### config.mk
export PLATFORM = sky130hd
export DESIGN_NAME = gerenciador_jogo_param_flat
export DESIGN_NICKNAME = d
export VERILOG_FILES = /design/src/rtl/gerenciador_jogo_param_if.sv /design/src/rtl/gerenciador_jogo_param.sv /design/src/flat_wrapper.sv
export SDC_FILE = /design/constraint.sdc
export NUM_CORES = 1
export LEC_CHECK = 0
export BUFFER_PORTS_ARGS = -buffer_cell sky130_fd_sc_hd__buf_2
export CAP_MARGIN = 20
export CORE_MARGIN = 10
export CORE_UTILIZATION = 37
export CTS_CLUSTER_DIAMETER = 60
export DETAILED_ROUTE_END_ITERATION = 8
export PLACE_DENSITY = 0.62
export RECOVER_POWER = 25
export SLEW_MARGIN = 20
export SYNTH_ARGS = -nofsm -noshare
export SYNTH_HDL_FRONTEND = slang
export SYNTH_SLANG_ARGS = --single-unit
### constraint.sdc
create_clock -name clock_in -period 3 [get_ports clock_in]
set_input_delay 0 -clock clock_in [delete_from_list [all_inputs] [get_ports clock_in]]
set_output_delay 0 -clock clock_in [all_outputs]
set_load 0.01 [all_outputs]
### src/rtl/gerenciador_jogo_param_if.sv
// Bundle between the switch/button front end (master) and the battleship game controller (slave).
// Widths derive from the map geometry and life count.
`timescale 1ns/1ps
interface gerenciador_jogo_param_if #(
   parameter int ROWS  = 7,
   parameter int COLS  = 5,
   parameter int LIVES = 3
);
   localparam int RW = $clog2(ROWS);
   localparam int CW = $clog2(COLS);
   localparam int VW = $clog2(LIVES + 1);
   localparam int N  = ROWS * COLS;

   logic [1:0]       modo;
   logic             confirmar;
   logic [N-1:0]     mapa_in;
   logic [RW-1:0]    coord_linha;
   logic [CW-1:0]    coord_coluna;
   logic [N-1:0]     mapa;
   logic [N-1:0]     atacadas;
   logic [N-1:0]     acertos;
   logic [VW-1:0]    vida;
   logic [RW+CW:0]   navios_restantes;
   logic [2:0]       estado;
   logic [2:0]       resultado;
   logic             resultado_valido;

   modport master (
      output modo, confirmar, mapa_in, coord_linha, coord_coluna,
      input  mapa, atacadas, acertos, vida, navios_restantes, estado, resultado, resultado_valido
   );

   modport slave (
      input  modo, confirmar, mapa_in, coord_linha, coord_coluna,
      output mapa, atacadas, acertos, vida, navios_restantes, estado, resultado, resultado_valido
   );
endinterface

### src/rtl/gerenciador_jogo_param.sv
// Battleship game controller: latches the ship map, resolves attacks, tracks lives and ships,
// and declares victory or defeat. Every output is registered.
`timescale 1ns/1ps
module gerenciador_jogo_param #(
   parameter int ROWS  = 7,
   parameter int COLS  = 5,
   parameter int LIVES = 3
) (
   input logic                     clock_in,
   input logic                     reset_n,
   gerenciador_jogo_param_if.slave bus
);
   localparam int          RW = $clog2(ROWS);
   localparam int          CW = $clog2(COLS);
   localparam int          VW = $clog2(LIVES + 1);
   localparam int unsigned N  = ROWS * COLS;
   localparam int          NW = RW + CW + 1;

   localparam logic [VW-1:0] VIDA_INI = VW'(LIVES);
   localparam logic [NW-1:0] COLS_W   = NW'(COLS);

   typedef enum logic [2:0] {
      DESLIGADO  = 3'd0,
      PREPARACAO = 3'd1,
      ATAQUE     = 3'd2,
      VITORIA    = 3'd3,
      DERROTA    = 3'd4
   } estado_t;

   typedef enum logic [2:0] {
      RES_NENHUM     = 3'd0,
      RES_ACERTO     = 3'd1,
      RES_ERRO       = 3'd2,
      RES_REPETIDO   = 3'd3,
      RES_INVALIDO   = 3'd4,
      RES_MAPA_OK    = 3'd5,
      RES_MAPA_VAZIO = 3'd6
   } resultado_t;

   typedef enum logic [1:0] {
      MODO_DESL = 2'b00,
      MODO_PREP = 2'b01,
      MODO_ATAQ = 2'b10,
      MODO_RES  = 2'b11
   } modo_t;

   estado_t       estado_q, estado_d;
   resultado_t    resultado_q, resultado_d;
   logic [N-1:0]  mapa_q, mapa_d;
   logic [N-1:0]  atacadas_q, atacadas_d;
   logic [N-1:0]  acertos_q, acertos_d;
   logic [VW-1:0] vida_q, vida_d;
   logic [NW-1:0] navios_q, navios_d;
   logic [NW-1:0] total_q, total_d;
   logic          carregado_q, carregado_d;
   logic          valido_q, valido_d;

   logic          coord_ok;
   logic [NW-1:0] idx;
   logic [N-1:0]  sel;
   logic          alvo_navio;
   logic          alvo_repetido;
   logic [NW-1:0] contagem;
   logic          troca_modo;
   logic          entra_ataque;
   logic          ataque_novo;
   logic          ultimo_acerto;
   logic          ultimo_erro;

   // Any mode-driven transition swallows a coincident confirmar.
   always_comb begin : decode
      coord_ok      = (int'(bus.coord_linha) < ROWS) && (int'(bus.coord_coluna) < COLS);
      idx           = NW'(bus.coord_linha) * COLS_W + NW'(bus.coord_coluna);
      sel           = coord_ok ? (N'(1) << idx) : '0;
      alvo_navio    = |(mapa_q & sel);
      alvo_repetido = |(atacadas_q & sel);
      contagem      = '0;
      for (int unsigned i = 0; i < N; i++) begin
         contagem = contagem + NW'(bus.mapa_in[i]);
      end
      entra_ataque  = (estado_q == PREPARACAO) && (bus.modo == MODO_ATAQ) && carregado_q;
      troca_modo    = (bus.modo == MODO_DESL)
                   || ((estado_q == DESLIGADO) && (bus.modo == MODO_PREP))
                   || entra_ataque
                   || ((estado_q == ATAQUE) && (bus.modo == MODO_PREP));
      ataque_novo   = (estado_q == ATAQUE) && bus.confirmar && !troca_modo
                   && coord_ok && !alvo_repetido;
      ultimo_acerto = ataque_novo && alvo_navio && (navios_q == NW'(1));
      ultimo_erro   = ataque_novo && !alvo_navio && (vida_q == VW'(1));
   end

   always_ff @(posedge clock_in or negedge reset_n) begin : estado_reg
      if (!reset_n) estado_q <= DESLIGADO;
      else          estado_q <= estado_d;
   end

   always_comb begin : proximo_estado
      estado_d = estado_q;
      if (bus.modo == MODO_DESL) begin
         estado_d = DESLIGADO;
      end else begin
         case (estado_q)
            DESLIGADO:  if (bus.modo == MODO_PREP) estado_d = PREPARACAO;
            PREPARACAO: if (entra_ataque) estado_d = ATAQUE;
            ATAQUE: begin
               if (bus.modo == MODO_PREP) estado_d = PREPARACAO;
               else if (ultimo_acerto)    estado_d = VITORIA;
               else if (ultimo_erro)      estado_d = DERROTA;
            end
            default: estado_d = estado_q;
         endcase
      end
   end

   always_comb begin : proximo_dados
      mapa_d      = mapa_q;
      atacadas_d  = atacadas_q;
      acertos_d   = acertos_q;
      vida_d      = vida_q;
      navios_d    = navios_q;
      total_d     = total_q;
      carregado_d = carregado_q;
      resultado_d = resultado_q;
      valido_d    = 1'b0;
      if (bus.modo == MODO_DESL) begin
         mapa_d      = '0;
         atacadas_d  = '0;
         acertos_d   = '0;
         vida_d      = VIDA_INI;
         navios_d    = '0;
         total_d     = '0;
         carregado_d = 1'b0;
         resultado_d = RES_NENHUM;
      end else if (entra_ataque) begin
         // A fresh attack round restores the full ship count of the latched map.
         atacadas_d = '0;
         acertos_d  = '0;
         vida_d     = VIDA_INI;
         navios_d   = total_q;
      end else if (bus.confirmar && !troca_modo) begin
         if (estado_q == PREPARACAO) begin
            valido_d = 1'b1;
            if (contagem != '0) begin
               mapa_d      = bus.mapa_in;
               navios_d    = contagem;
               total_d     = contagem;
               carregado_d = 1'b1;
               resultado_d = RES_MAPA_OK;
            end else begin
               resultado_d = RES_MAPA_VAZIO;
            end
         end else if (estado_q == ATAQUE) begin
            valido_d = 1'b1;
            if (!coord_ok) begin
               resultado_d = RES_INVALIDO;
            end else if (alvo_repetido) begin
               resultado_d = RES_REPETIDO;
            end else if (alvo_navio) begin
               atacadas_d  = atacadas_q | sel;
               acertos_d   = acertos_q | sel;
               if (navios_q != '0) navios_d = navios_q - NW'(1);
               resultado_d = RES_ACERTO;
            end else begin
               atacadas_d  = atacadas_q | sel;
               if (vida_q != '0) vida_d = vida_q - VW'(1);
               resultado_d = RES_ERRO;
            end
         end
      end
   end

   always_ff @(posedge clock_in or negedge reset_n) begin : dados_reg
      if (!reset_n) begin
         mapa_q      <= '0;
         atacadas_q  <= '0;
         acertos_q   <= '0;
         vida_q      <= VIDA_INI;
         navios_q    <= '0;
         total_q     <= '0;
         carregado_q <= 1'b0;
         resultado_q <= RES_NENHUM;
         valido_q    <= 1'b0;
      end else begin
         mapa_q      <= mapa_d;
         atacadas_q  <= atacadas_d;
         acertos_q   <= acertos_d;
         vida_q      <= vida_d;
         navios_q    <= navios_d;
         total_q     <= total_d;
         carregado_q <= carregado_d;
         resultado_q <= resultado_d;
         valido_q    <= valido_d;
      end
   end

   assign bus.mapa             = mapa_q;
   assign bus.atacadas         = atacadas_q;
   assign bus.acertos          = acertos_q;
   assign bus.vida             = vida_q;
   assign bus.navios_restantes = navios_q;
   assign bus.estado           = estado_q;
   assign bus.resultado        = resultado_q;
   assign bus.resultado_valido = valido_q;
endmodule
### src/flat_wrapper.sv
// flat-port wrapper written by rule: the top's interface ports become plain ports
module gerenciador_jogo_param_flat 
#(
   parameter int ROWS  = 7,
   parameter int COLS  = 5,
   parameter int LIVES = 3
)
  (clock_in, reset_n, bus_modo, bus_confirmar, bus_mapa_in, bus_coord_linha, bus_coord_coluna, bus_mapa, bus_atacadas, bus_acertos, bus_vida, bus_navios_restantes, bus_estado, bus_resultado, bus_resultado_valido);
  gerenciador_jogo_param_if #(.ROWS(ROWS), .COLS(COLS), .LIVES(LIVES)) bus_i ();
  input logic clock_in;
  input logic reset_n;
  input wire logic [$bits(bus_i.modo)-1:0] bus_modo;
  input wire logic [$bits(bus_i.confirmar)-1:0] bus_confirmar;
  input wire logic [$bits(bus_i.mapa_in)-1:0] bus_mapa_in;
  input wire logic [$bits(bus_i.coord_linha)-1:0] bus_coord_linha;
  input wire logic [$bits(bus_i.coord_coluna)-1:0] bus_coord_coluna;
  output wire logic [$bits(bus_i.mapa)-1:0] bus_mapa;
  output wire logic [$bits(bus_i.atacadas)-1:0] bus_atacadas;
  output wire logic [$bits(bus_i.acertos)-1:0] bus_acertos;
  output wire logic [$bits(bus_i.vida)-1:0] bus_vida;
  output wire logic [$bits(bus_i.navios_restantes)-1:0] bus_navios_restantes;
  output wire logic [$bits(bus_i.estado)-1:0] bus_estado;
  output wire logic [$bits(bus_i.resultado)-1:0] bus_resultado;
  output wire logic [$bits(bus_i.resultado_valido)-1:0] bus_resultado_valido;
  assign bus_i.modo = bus_modo;
  assign bus_i.confirmar = bus_confirmar;
  assign bus_i.mapa_in = bus_mapa_in;
  assign bus_i.coord_linha = bus_coord_linha;
  assign bus_i.coord_coluna = bus_coord_coluna;
  assign bus_mapa = bus_i.mapa;
  assign bus_atacadas = bus_i.atacadas;
  assign bus_acertos = bus_i.acertos;
  assign bus_vida = bus_i.vida;
  assign bus_navios_restantes = bus_i.navios_restantes;
  assign bus_estado = bus_i.estado;
  assign bus_resultado = bus_i.resultado;
  assign bus_resultado_valido = bus_i.resultado_valido;
  gerenciador_jogo_param #(.ROWS(ROWS), .COLS(COLS), .LIVES(LIVES)) u_core (.clock_in(clock_in), .reset_n(reset_n), .bus(bus_i));
endmodule
* Word-level counts from Yosys, hierarchy flattened
Index checks and enable logic that the tools add are counted.
** Storage, ports and cells
- Flip-flop bits (word level) :: 129
- Latch bits :: 0
- Memory bits (writable) :: 0
- ROM bits :: 0
- Input bits :: 46
- Output and inout port bits :: 121
- Logic and storage cells :: 187
- Memories kept :: 0
** Operators by class
- Add/sub/neg operators :: 37
- $mul :: 1
- Divide/modulo/power cells :: 0
- $lt $le $gt $ge :: 2
- Equality and inequality tests :: 14
- Shift operators :: 1
- Mux-type cells :: 70
- Bitwise logic cells :: 4
- Reduce and logical (&&, ||, !) cells :: 48
** Operators with widths (number)
- $mux 35 :: 21
- $add 7x1->7 :: 33
- $mux 7 :: 14
- $and 35x35->35 :: 2
- $or 35x35->35 :: 2
- $reduce_or 35->1 :: 2
- $mux 3 :: 13
- $shl 1x7->35 const A :: 1
- $mux 2 :: 11
- $reduce_bool 4->1 :: 5
- $reduce_bool 3->1 :: 6
- $logic_and 1x1->1 :: 14
- $reduce_and 7->1 :: 2
- $reduce_bool 7->1 :: 2
- $mux 1 :: 10
- $pmux 3 s3 :: 1
- $reduce_and 4->1 :: 2
- $reduce_bool 2->1 :: 4
- $add 6x3->7 :: 1
- $eq 7x1->1 const B :: 1
- $sub 7x1->7 const B :: 1
- $lt 3x3->1 const B :: 2
- $mul 3x3->6 const B :: 1
- $ne 3x2->1 const B :: 2
- other kinds (18) :: 24

* Depth between registers and ports, before layout
Gate-level depths: netlist of the first run.
- Depth after elaboration :: 40
- Gate-level depth with buffers :: 22
- Gate-level depth less buffers :: 22

* Worst setup path after synthesis of the first run
Ideal clock, no wire load.
- Path kind :: input to register
- Start point :: input port bus_mapa_in[0]
- End point :: register u_core.total_q[2]
- Library setup time :: 79 ps
- Arrival time :: 5335 ps
- Required time :: 2921 ps
- Setup slack :: -2414 ps
- Cell stages on the path :: 18
- Buffers on the path :: 1
- Cells stage by stage :: ha_1 -> inv_1 -> fa_1 -> fa_1 -> fa_1 -> fa_1 -> fa_1 -> fa_1 -> inv_1 -> ha_1 -> fa_1 -> a21o_1 -> a21oi_1 -> xnor2_1 -> nor3_1 -> nor3_1 -> clkbuf_1 -> mux2i_1
** Between the ends
- Longest elaborated chain between the ends :: 39
- Elaborated cells on any way between the ends :: 42
- Those cells by class :: 34 x add/sub; 5 x mux; 3 x reduce/logical
** RTL lines
- from (decl) :: RTL line flat_wrapper.sv:14 : input wire logic [$bits(bus_i.mapa_in)-1:0] bus_mapa_in;
- $add 1x1->2 * :: RTL line gerenciador_jogo_param.sv:79 : contagem = contagem + NW'(bus.mapa_in[i]);
- $add 7x1->7 * (33 in series) :: RTL line gerenciador_jogo_param.sv:79
- $mux 7 :: RTL line gerenciador_jogo_param.sv:143 : if (contagem != '0) begin
- $mux 7 :: RTL line gerenciador_jogo_param.sv:141 : if (estado_q == PREPARACAO) begin
- $mux 7 :: RTL line gerenciador_jogo_param.sv:140 : end else if (bus.confirmar && !troca_modo) begin
- $mux 7 :: RTL line gerenciador_jogo_param.sv:134 : end else if (entra_ataque) begin
- $mux 7 :: RTL line gerenciador_jogo_param.sv:125 : if (bus.modo == MODO_DESL) begin
- to (signal assigned) :: RTL line gerenciador_jogo_param.sv:189 : total_q <= total_d;
- to (decl) :: RTL line gerenciador_jogo_param.sv:54 : logic [NW-1:0] total_q, total_d;
Every way passes the cells marked *; elsewhere a longest branch is shown, timed or not. The select of a mux whose other input is x is not followed.
A chain may end at the register's enable or synchronous reset.

* Worst setup path in the final report of the first run
- Start point :: input port bus_mapa_in[1]
- End point :: register u_core.mapa_q[19], in the netlist u_core.bus.mapa[19]
** Between the ends
- Longest elaborated chain between the ends :: 37
** RTL lines
- $add 1x1->2 :: RTL line gerenciador_jogo_param.sv:79
- $add 7x1->7 (33 in series) :: RTL line gerenciador_jogo_param.sv:79
- $reduce_bool 7->1 :: RTL line gerenciador_jogo_param.sv:143
- $reduce_bool 2->1 (no source line)
- $reduce_and 4->1 (no source line)
- to (signal assigned) :: RTL line gerenciador_jogo_param.sv:184 : mapa_q <= mapa_d;
- to (decl) :: RTL line gerenciador_jogo_param.sv:49 : logic [N-1:0] mapa_q, mapa_d;
Every way passes these cells.

==> flow_metrics.env, run 1 <==
export IMPL_tightest_slew_ps=1240
export IMPL_die_w_um=164
export IMPL_worstPathRequired_ps=3340
export IMPL_design_area_um2=12500
export IMPL_synth_ff_type="dfrtp_1"
export IMPL_syn_to_final_growth_pct=61.9
export IMPL_grtUsageTotal_pct=22.8
export IMPL_die_area_um2=27000
export IMPL_hp_start="bus_modo[1]"
export IMPL_wl_per_cell_um=21.3
export IMPL_cts_tree="built"
export IMPL_ant_nets=0
export IMPL_final_max_slew_viol_count=0
export IMPL_grt_max_degree=51
export IMPL_routed_wl_um=32200
export IMPL_rr_worst_depth=11
export IMPL_die_y_um=164
export IMPL_cts_buffers=17
export IMPL_core_area_um2=20400
export IMPL_ir_drop_v=0.00105
export IMPL_cp_end_kind="flop"
export IMPL_routabilityCongestion=0.979
export IMPL_first_pass_iters=5
export IMPL_power_leakage_nw=6.01
export IMPL_ys_warn_count=0
export IMPL_setup_worst_path_start_class="input port"
export IMPL_period_needed_ps=4990
export IMPL_cts_sinks=128
export IMPL_grt_pass1_wl_um=47200
export IMPL_hold_class="input port to flop"
export IMPL_fin_setup_tns_ps=-107220
export IMPL_via_count=8100
export IMPL_viasPerCell=5.36
export IMPL_ys_seq_area_share_pct=41.7
export IMPL_clockBufferDepth=2
export IMPL_worstSetupPathType="input port to flop"
export IMPL_antenna_found_initial=0
export IMPL_start_util_pct=37.8
export IMPL_syn_num_nets=946
export IMPL_synthDistinctLibCells=76
export IMPL_p_per_area_nw_per_um2=922
export IMPL_relSlewSlack_pct=17.2
export IMPL_synth_cell_area_um2=7700
export IMPL_async_flop_share_pct=100
export IMPL_final_cell_mix="163 x buf_4, 144 x buf_2, 126 x dfrtp_1"
export IMPL_violations="negative setup slack"
export IMPL_grt_overflow=0
export IMPL_synth_cells=850
export IMPL_synth_seq_cells=128
export IMPL_holdPathStages=5
export IMPL_fmax_mhz=200
export IMPL_outcome="finished, violations left"
export IMPL_nNetsFinal=1324
export IMPL_clock_skew_ps=12.0
export IMPL_synth_edf_count=0
export IMPL_syn_area_per_cell_um2=9.05
export IMPL_rsz0062_at_grt="true"
export IMPL_drive_above_1_share_pct=47.9
export IMPL_r2r_end="u_core.bus.navios_restantes[4]"
export IMPL_finalWorstSetupSlack_ps=-1990
export IMPL_final_common_cell="buf_4"
export IMPL_io_pins=167
export IMPL_row_count=52
export IMPL_hold_viol=0
export IMPL_r2r_setup_slack_ps=130
export IMPL_cts_root_buf="clkbuf_16"
export IMPL_cp_data_arrival_time_ps=5330
export IMPL_htreeDepth=4
export IMPL_path_clk_slew_ps=60
export IMPL_setup_viol=116
export IMPL_min_to="u_core.bus.estado[0]"
export IMPL_clk_latency_ps=430
export IMPL_place_area_um2=10300
export IMPL_first_global_vias=8234
export IMPL_io_buffers=166
export IMPL_diodes=0
export IMPL_crit_path_max_fanout=8
export IMPL_timing_rr_start="u_core.bus.atacadas[23]"
export IMPL_fin_crit_sh_pct=166
export IMPL_ys_top_cells_by_area="dfrtp_1 41%, fa_1 7.3%, nand2_1 6.2%"
export IMPL_maxCapViolCount=0
export IMPL_drc=0
export IMPL_hpwlAfterDp_um=23100
export IMPL_synth_top_area_share_pct=41.0
export IMPL_synth_area_leader_cell="dfrtp_1"
export IMPL_drt_iter0_markers=649
[logic make-up after synthesis]
group	Yosys count	share of synthesized area, %
compound gates	210	17.9
simple gates	321	20.1
flops	128	41.7
mux	17	2.36
xor+xnor	9	1.22
fa+ha+maj	50	10.9
buf+inv	115	5.98
[power by group]
part | internal [mW] | switching (mW) | total, mW
logic | 3.61 | 3.62 | 7.22
registers | 1.96 | 0.276 | 2.24
clock network | 1.22 | 0.805 | 2.02
[routing by layer]
layer / routed length, µm / part of all wire [%] / GRT usage, %
met1: 13700 / 42 / 29.5
met2: 15500 / 48 / 36.4
met3: 1990 / 6.2 / 4.86
met4: 1040 / 3.2 / 9.06
met5: 0 / 0 / 0
[how the worst max path moves through the flow]
stage,slack [ps],cells past startpoint,start,endpoint
6_report,-1990,22,bus_mapa_in[1],u_core.bus.mapa[19]
3_5_place_dp,-2490,21,bus_mapa_in[1],u_core.bus.navios_restantes[5]
5_1_grt,-2150,24,bus_mapa_in[1],u_core.bus.mapa[19]
3_3_place_gp,-2390,21,bus_mapa_in[1],u_core.bus.navios_restantes[5]
4_1_cts,-1880,20,bus_mapa_in[1],u_core.bus.navios_restantes[4]
2_1_floorplan,-2120,19,bus_mapa_in[1],u_core.bus.navios_restantes[4]
[layout make-up]
cell class / instances / area, µm²
clock buffer: 18 / 429
fill: 1700 / 7900
tap: 270 / 338
multi-input combinational: 608 / 5060
clock inverter: 14 / 144
sequential: 128 / 3210
timing repair buffer: 405 / 3030
inverter: 68 / 255
[critical path, stage by stage]
cell,delay (ps)
buf_8,100
ha_4,250
inv_2,30
fa_1,450
fa_2,550
fa_2,440
fa_1,520
fa_1,430
fa_1,510
inv_2,50
ha_4,150
fa_2,330
a21o_1,190
a21oi_2,170
xnor2_2,170
buf_4,180
nor3_4,40
nor3_4,240
buf_6,190
clkbuf_16,190
nand2_1,60
o21ai_1,90
[repair_timing]
item | in CTS | in global routing
endpoints found under the hold margin | 82 | 0
setup endpoints to repair | 124 | 124
setup buffers | 24 | 14
resized for setup | 62 | 167
cloned | 2 | 6
pin swaps | 23 | 74
hold buffers | 36 | 0
[cells in the mapped netlist, drive strengths merged, types with 18 or more instances]
library cell and count:
nand3 22, inv 68, o21ai 53, dfrtp 126
ha 22, clkbuf 30, nand2 130, fa 28
a21oi 46, o21a 32, nor3 26, a31oi 18
nor2 86
[metrics by stage]
step | hold WS, ps | cells | worst slack [ps] | util, % | power [mW]
after floorplan | -296 | 850 | -2120 | - | 5.36
after global placement | 67.5 | 1406 | -2390 | 50.7 | 7.36
after detailed placement | 69.8 | 1406 | -2490 | 50.7 | 7.45
after CTS | 121 | 1496 | -1880 | 57.6 | 10.6
after global routing | 174 | 1511 | -2150 | 61.2 | 12.2
final | 150 | 1511 | -1990 | 61.2 | 11.5
Power figures use the tool's default switching activity.
==> run 2, diff against run 1 <==
--- a/config.mk
+++ b/config.mk
@@ -12,7 +12,6 @@
 export CTS_CLUSTER_DIAMETER = 60
 export DETAILED_ROUTE_END_ITERATION = 8
 export PLACE_DENSITY = 0.62
-export RECOVER_POWER = 25
 export SLEW_MARGIN = 20
 export SYNTH_ARGS = -nofsm -noshare
 export SYNTH_HDL_FRONTEND = slang
==> run 2 against run 1 <==
The flow still finishes with violations (negative setup slack). Clock power about the same. Non-clock buffer count unchanged. Core utilization rose by 0.12 points. Fmax rose by 0.23%. First-iteration DRC count decreased by 11%. Cell count is the same. Total power about the same. Clock-buffer cell count did not move. Clock skew hardly changed. Register-to-register slack barely moved. Global-route usage stayed put. Worst hold slack improved by 2.7 ps. Critical path type unchanged. Critical endpoint unchanged.
==> flow_metrics.env, run 2 (same netlist as run 1, synthesis figures left out) <==
export IMPL_grtUsageTotal_pct=22.8
export IMPL_power_leakage_nw=6.09
export IMPL_finalPower_mw=11.5
export IMPL_hpwlAfterDp_um=23100
export IMPL_diodes=0
export IMPL_dp_cells=1406
export IMPL_tightest_slew_ps=635
export IMPL_routed_wl_um=32100
export IMPL_die_area_um2=27000
export IMPL_htreeDepth=4
export IMPL_io_pins=167
export IMPL_cts_root_buf="clkbuf_16"
export IMPL_place_area_um2=10300
export IMPL_nNetsFinal=1324
export IMPL_via_count=8122
export IMPL_drc=0
export IMPL_setup_worst_path_start_class="input port"
export IMPL_die_w_um=164
export IMPL_routabilityCongestion=0.979
export IMPL_p_sw_mw=4.70
export IMPL_p_sw_share_pct=40.9
export IMPL_clockPowerShare_pct=17.6
export IMPL_hold_class="input port to asynchronous set/reset pin"
export IMPL_rsz0062_at_grt="true"
export IMPL_relSlewSlack_pct=57.7
export IMPL_violations="negative setup slack"
export IMPL_holdWs_ps=153
export IMPL_grt_pass1_wl_um=47200
export IMPL_final_cell_mix="164 x buf_4, 161 x buf_2, 126 x dfrtp_1"
export IMPL_syn_to_final_growth_pct=62.2
export IMPL_crit_path_max_fanout=8
export IMPL_io_buffers=166
export IMPL_ant_nets=0
export IMPL_clk_latency_ps=430
export IMPL_clockBufferDepth=2
export IMPL_rr_worst_depth=11
export IMPL_antenna_found_initial=0
export IMPL_fin_crit_sh_pct=166
export IMPL_ir_drop_v=0.00105
export IMPL_cp_data_arrival_time_ps=5320
export IMPL_row_count=52
export IMPL_core_area_um2=20400
export IMPL_outcome="finished, violations left"
export IMPL_grt_max_degree=51
export IMPL_finalWorstSetupSlack_ps=-1980
export IMPL_final_util_pct=61.3
export IMPL_die_y_um=164
export IMPL_internal_power_mw=6.79
export IMPL_fmax_mhz=201
export IMPL_seq_power_share_pct=19.5
export IMPL_cts_buffers=17
export IMPL_wl_per_cell_um=21.3
export IMPL_layoutNonFillerInstCount=1511
export IMPL_start_util_pct=37.8
export IMPL_first_pass_iters=5
export IMPL_setup_viol=114
export IMPL_design_area_um2=12500
export IMPL_hold_viol=0
export IMPL_maxCapViolCount=0
export IMPL_viasPerCell=5.38
export IMPL_cts_tree="built"
export IMPL_drive_above_1_share_pct=49.2
export IMPL_final_common_cell="buf_4"
export IMPL_cp_end_kind="flop"
export IMPL_period_needed_ps=4980
export IMPL_first_global_vias=8234
export IMPL_final_max_slew_viol_count=0
export IMPL_path_clk_slew_ps=60
export IMPL_cts_sinks=128
export IMPL_drt_iter0_markers=576
export IMPL_p_per_area_nw_per_um2=920
export IMPL_worstPathRequired_ps=3350
export IMPL_clock_skew_ps=12.0
export IMPL_worstSetupPathType="input port to flop"
export IMPL_grt_overflow=0
export IMPL_pwr_share_comb_pct=62.9
run 2: cell types whose count changed in the layout (fill, tap and decap cells not counted), sizes merged:
cell	before	now
buf	347	365
clkbuf	40	22
run 2: layout make-up:
cell class / instances / area [µm²]
clock buffers: 18 / 429
clock inverters: 14 / 144
fillers: 1693 / 7880
inverters: 68 / 255
multi-input cells: 608 / 5060
flip-flops and latches: 128 / 3210
well taps: 270 / 338
repair buffers: 405 / 3060
run 2: final timing paths:
path,startpoint,to,slack (ps)
worst max-delay path,bus_mapa_in[1],u_core.bus.mapa[19],-1980
worst min-delay path,reset_n,u_core.bus.acertos[27],150
worst max register to register,u_core.bus.atacadas[23],u_core.bus.navios_restantes[4],130
worst min register to register,u_core.bus.acertos[26],u_core.bus.acertos[26],470
max in group asynchronous,reset_n,u_core.bus.acertos[6],1910
min in group clock_in,bus_modo[1],u_core.bus.estado[0],150
run 2: repair_timing:
action / CTS / global route
setup endpoints to repair: 124 / 124
hold buffers: 36 / 0
gates cloned: 2 / 6
pin swaps: 23 / 74
hold endpoints to repair: 82 / 0
setup buffers: 24 / 14
resized for setup: 62 / 167
run 2: layer usage:
layer  GRT usage (%)  share of wire, %  up-vias  wire, µm
met5               0                 0        -         0
met4            9.06               3.3        0      1070
met3            4.86               6.7       70      2140
met2            36.4                48      311     15500
met1            29.5                42     4034     13500
li1                -                 -     3707         -
run 2: power by group through the flow:
stage          combinational, mW  clock [mW]  sequential [mW]
2_1_floorplan               3.10           0             2.26
3_3_place_gp                5.11           0             2.25
3_5_place_dp                5.20           0             2.25
4_1_cts                     6.34        2.04             2.22
5_1_grt                     7.86        2.11             2.27
6_report                    7.23        2.02             2.24
run 2: worst max-delay path, cell delays in order:
cell	delay, ps
buf_8	100
ha_4	250
inv_2	30
fa_1	450
fa_2	550
fa_2	440
fa_1	520
fa_1	430
fa_1	510
inv_2	50
ha_4	150
fa_2	330
a21o_1	190
a21oi_2	170
xnor2_2	170
buf_4	180
nor3_4	40
nor3_4	240
buf_6	190
clkbuf_16	190
nand2_1	60
o21ai_1	80
run 2: stage by stage:
step / setup TNS, ps / setup WS (ps)
after floorplan: -102440 / -2120
after global placement: -166600 / -2390
after detailed placement: -171840 / -2490
after CTS: -98630 / -1880
after global routing: -120560 / -2150
final: -107330 / -1980
==> run 3, diff against run 2 <==
--- a/config.mk
+++ b/config.mk
@@ -5,6 +5,7 @@
 export SDC_FILE = /design/constraint.sdc
 export NUM_CORES = 1
 export LEC_CHECK = 0
+export ABC_AREA = 1
 export BUFFER_PORTS_ARGS = -buffer_cell sky130_fd_sc_hd__buf_2
 export CAP_MARGIN = 20
 export CORE_MARGIN = 10
==> run 3 against run 2 <==
The flow still finishes with violations (negative setup slack). Worst hold slack worse by 140 ps. Sequential power is 13% higher. Die area is 5.6% higher. Cell count is 14% higher. Combinational power is 16% lower. Critical endpoint is now u_core.bus.mapa[28].
==> flow_metrics.env, run 3 <==
export IMPL_slowest_delay_ps=550
export IMPL_ff_latch_area_um2=3210
export IMPL_finalWorstSetupSlack_ps=-1910
export IMPL_crit_slowest_cell="fa_2"
export IMPL_antenna_found_initial=0
export IMPL_relSlewSlack_pct=36.7
export IMPL_first_pass_iters=5
export IMPL_r2r_end="u_core.bus.estado[0]"
export IMPL_timing_critical_path_mode_cell="fa_1"
export IMPL_layoutNonFillerInstCount=1729
export IMPL_dp_cells=1643
export IMPL_final_common_cell="nand2_1"
export IMPL_syn_area_per_cell_um2=7.44
export IMPL_cts_root_buf="clkbuf_16"
export IMPL_worstSetupPathType="input port to flop"
export IMPL_fin_crit_sh_pct=164
export IMPL_nNetsFinal=1532
export IMPL_viasPerCell=5.12
export IMPL_setup_worst_path_end="u_core.bus.mapa[28]"
export IMPL_cp_data_arrival_time_ps=5220
export IMPL_cp_num_cells=24
export IMPL_crit_path_max_fanout=6
export IMPL_ir_drop_v=0.000975
export IMPL_die_w_um=169
export IMPL_worst_path_buf_inv=7
export IMPL_tightest_slew_ps=950
export IMPL_timing_rr_start="u_core.bus.estado[0]"
export IMPL_synth_cell_area_um2=8190
export IMPL_grt_max_degree=70
export IMPL_synth_area_leader_cell="dfrtp_1"
export IMPL_drc=0
export IMPL_path_clk_slew_ps=60
export IMPL_worstPathRequired_ps=3310
export IMPL_yosys_top_cells_count="254 x nand2_1, 152 x inv_1, 134 x nor2_1"
export IMPL_io_pins=167
export IMPL_first_global_vias=8772
export IMPL_cts_tree="built"
export IMPL_setup_worst_path_start_class="input port"
export IMPL_r2r_setup_slack_ps=460
export IMPL_p_per_area_nw_per_um2=921
export IMPL_clk_latency_ps=420
export IMPL_cp_end_kind="flop"
export IMPL_row_count=54
export IMPL_grtUsageTotal_pct=20.5
export IMPL_die_y_um=169
export IMPL_wl_per_cell_um=17.7
export IMPL_clock_skew_ps=9.50
export IMPL_routed_wl_um=30600
export IMPL_power_leakage_nw=6.42
export IMPL_synth_seq_cells=128
export IMPL_hold_class="input port to flop"
export IMPL_outcome="finished, violations left"
export IMPL_fin_setup_tns_ps=-93360
export IMPL_io_buffers=166
export IMPL_cts_sinks=128
export IMPL_fmax_mhz=204
export IMPL_diodes=0
export IMPL_worstPathCellList="buf_8 -> ha_4 -> inv_2 -> fa_1 -> fa_1 -> fa_2 -> fa_1 -> fa_1 -> fa_1 -> inv_2 -> ha_4 -> fa_2 -> a21oi_2 -> nor2_1 -> nor2_1 -> xnor2_1 -> inv_1 -> nand4_1 -> nand4_1 -> buf_6 -> buf_6 -> clkbuf_16 -> nand3_1 -> o21ai_1"
export IMPL_via_count=8859
export IMPL_final_max_slew_viol_count=0
export IMPL_yosysMostFrequentCell="nand2_1"
export IMPL_num_fill_cells=2025
export IMPL_grt_pass1_wl_um=47000
export IMPL_async_flop_share_pct=100
export IMPL_grt_overflow=0
export IMPL_period_needed_ps=4910
export IMPL_drt_iter0_markers=833
export IMPL_crit_start="bus_mapa_in[0]"
export IMPL_clockBufferDepth=2
export IMPL_maxCapViolCount=0
export IMPL_hpwlAfterDp_um=22400
export IMPL_die_area_um2=28500
export IMPL_ys_top_cells_by_area="dfrtp_1 38%, nand2_1 12%, inv_1 7.0%"
export IMPL_synth_cells=1101
export IMPL_rr_worst_depth=13
export IMPL_critical_path_top_delay_family="adder cells"
export IMPL_violations="negative setup slack"
export IMPL_syn_to_final_growth_pct=44.7
export IMPL_drive_above_1_share_pct=29.5
export IMPL_synth_edf_count=0
export IMPL_ys_seq_area_share_pct=39.1
export IMPL_ys_warn_count=0
export IMPL_cts_buffers=17
export IMPL_synth_ff_type="dfrtp_1"
export IMPL_synthDistinctLibCells=40
export IMPL_start_util_pct=37.5
export IMPL_rsz0062_at_grt="true"
export IMPL_core_area_um2=21800
export IMPL_setup_viol=51
export IMPL_synth_top_area_share_pct=38.5
export IMPL_hold_viol=0
export IMPL_syn_num_nets=1197
export IMPL_multi_input_area_um2=4340
export IMPL_routabilityCongestion=0.924
export IMPL_final_cell_mix="252 x nand2_1, 164 x buf_2, 149 x inv_1"
export IMPL_htreeDepth=4
export IMPL_ant_nets=0
==> run 3: cell count changes after synthesis, moves of 37 or more <==
cell,before,now
nand2_1,127,254
inv_1,68,152
nand3_1,20,85
nand4_1,3,57
nor2_1,83,134
o21ai_0,52,89
==> run 3: per-stage QoR <==
step	cell area [µm²]	util, %	setup slack, ps	total power [mW]	hold WS, ps
floorplan	8270	-	-1970	5.30	-296
global placement	10400	47.6	-2220	7.52	189
global route	11900	54.3	-2060	11.7	29.6
detailed placement	10400	47.6	-2330	7.62	200
CTS	11600	53.0	-1810	10.5	2.29
finish	11900	54.3	-1910	10.9	11.1
==> run 3: worst min-delay path by stage <==
stage                          from                endpoint  slack [ps]  depth (start not counted)
detailed placement          reset_n  u_core.bus.acertos[17]         200                          1
CTS                 bus_mapa_in[23]     u_core.bus.mapa[23]           2                          4
global route        bus_mapa_in[23]     u_core.bus.mapa[23]          30                          4
floorplan                   reset_n   u_core.bus.acertos[0]        -300                          0
global placement            reset_n  u_core.bus.acertos[17]         190                          1
finish              bus_mapa_in[23]     u_core.bus.mapa[23]          10                          4
==> run 3: worst register-to-register path, delay by kind of cell, from the launching register on <==
kind	cells	cell delay [ps]
DFF	1	410
buffers and inverters	3	530
and+or+nand+nor	10	1560
==> run 3: cells by family (layout without fill, tap and decap cells) <==
logic type,Yosys count,in the layout,synth area share [%]
compound gates,156,156,10.2
fa+ha+maj,50,50,10.2
xor+xnor,5,5,0.535
simple gates,553,553,29.3
buf+inv,209,557,10.6
flops,128,128,39.1
==> run 3: per-layer routing <==
metal  routed length, µm  global-route usage (%)  share of wire, %
met1               13100                    25.9                43
met3                2090                    5.00               6.8
met2               14700                    33.9                48
met5                   0                       0                 0
met4                 654                    6.25               2.1
==> run 3: area by class of cell <==
cell class / count / share of cell area, %
Multi-Input combinational cell: 764 / 36.6
Sequential cell: 128 / 27.1
Timing Repair Buffer: 370 / 22.9
Inverter: 155 / 4.91
Clock buffer: 19 / 3.82
Tap cell: 280 / 2.96
Clock inverter: 13 / 1.76
==> run 3: power breakdown <==
group          leakage (nW)  total [mW]  switching, mW  internal, mW
logic                  4.37        6.04           3.21          2.83
registers              1.74        2.53          0.408          2.12
clock network         0.316        2.35          0.826          1.52
==> run 3: what timing repair did <==
action / CTS / global route
gates cloned: 2 / 4
gates resized for setup: 50 / 57
endpoints found under the hold margin: 101 / 0
hold buffers: 36 / 0
setup endpoints to repair: 62 / 125
pin swaps: 3 / 6
setup buffers: 6 / 7
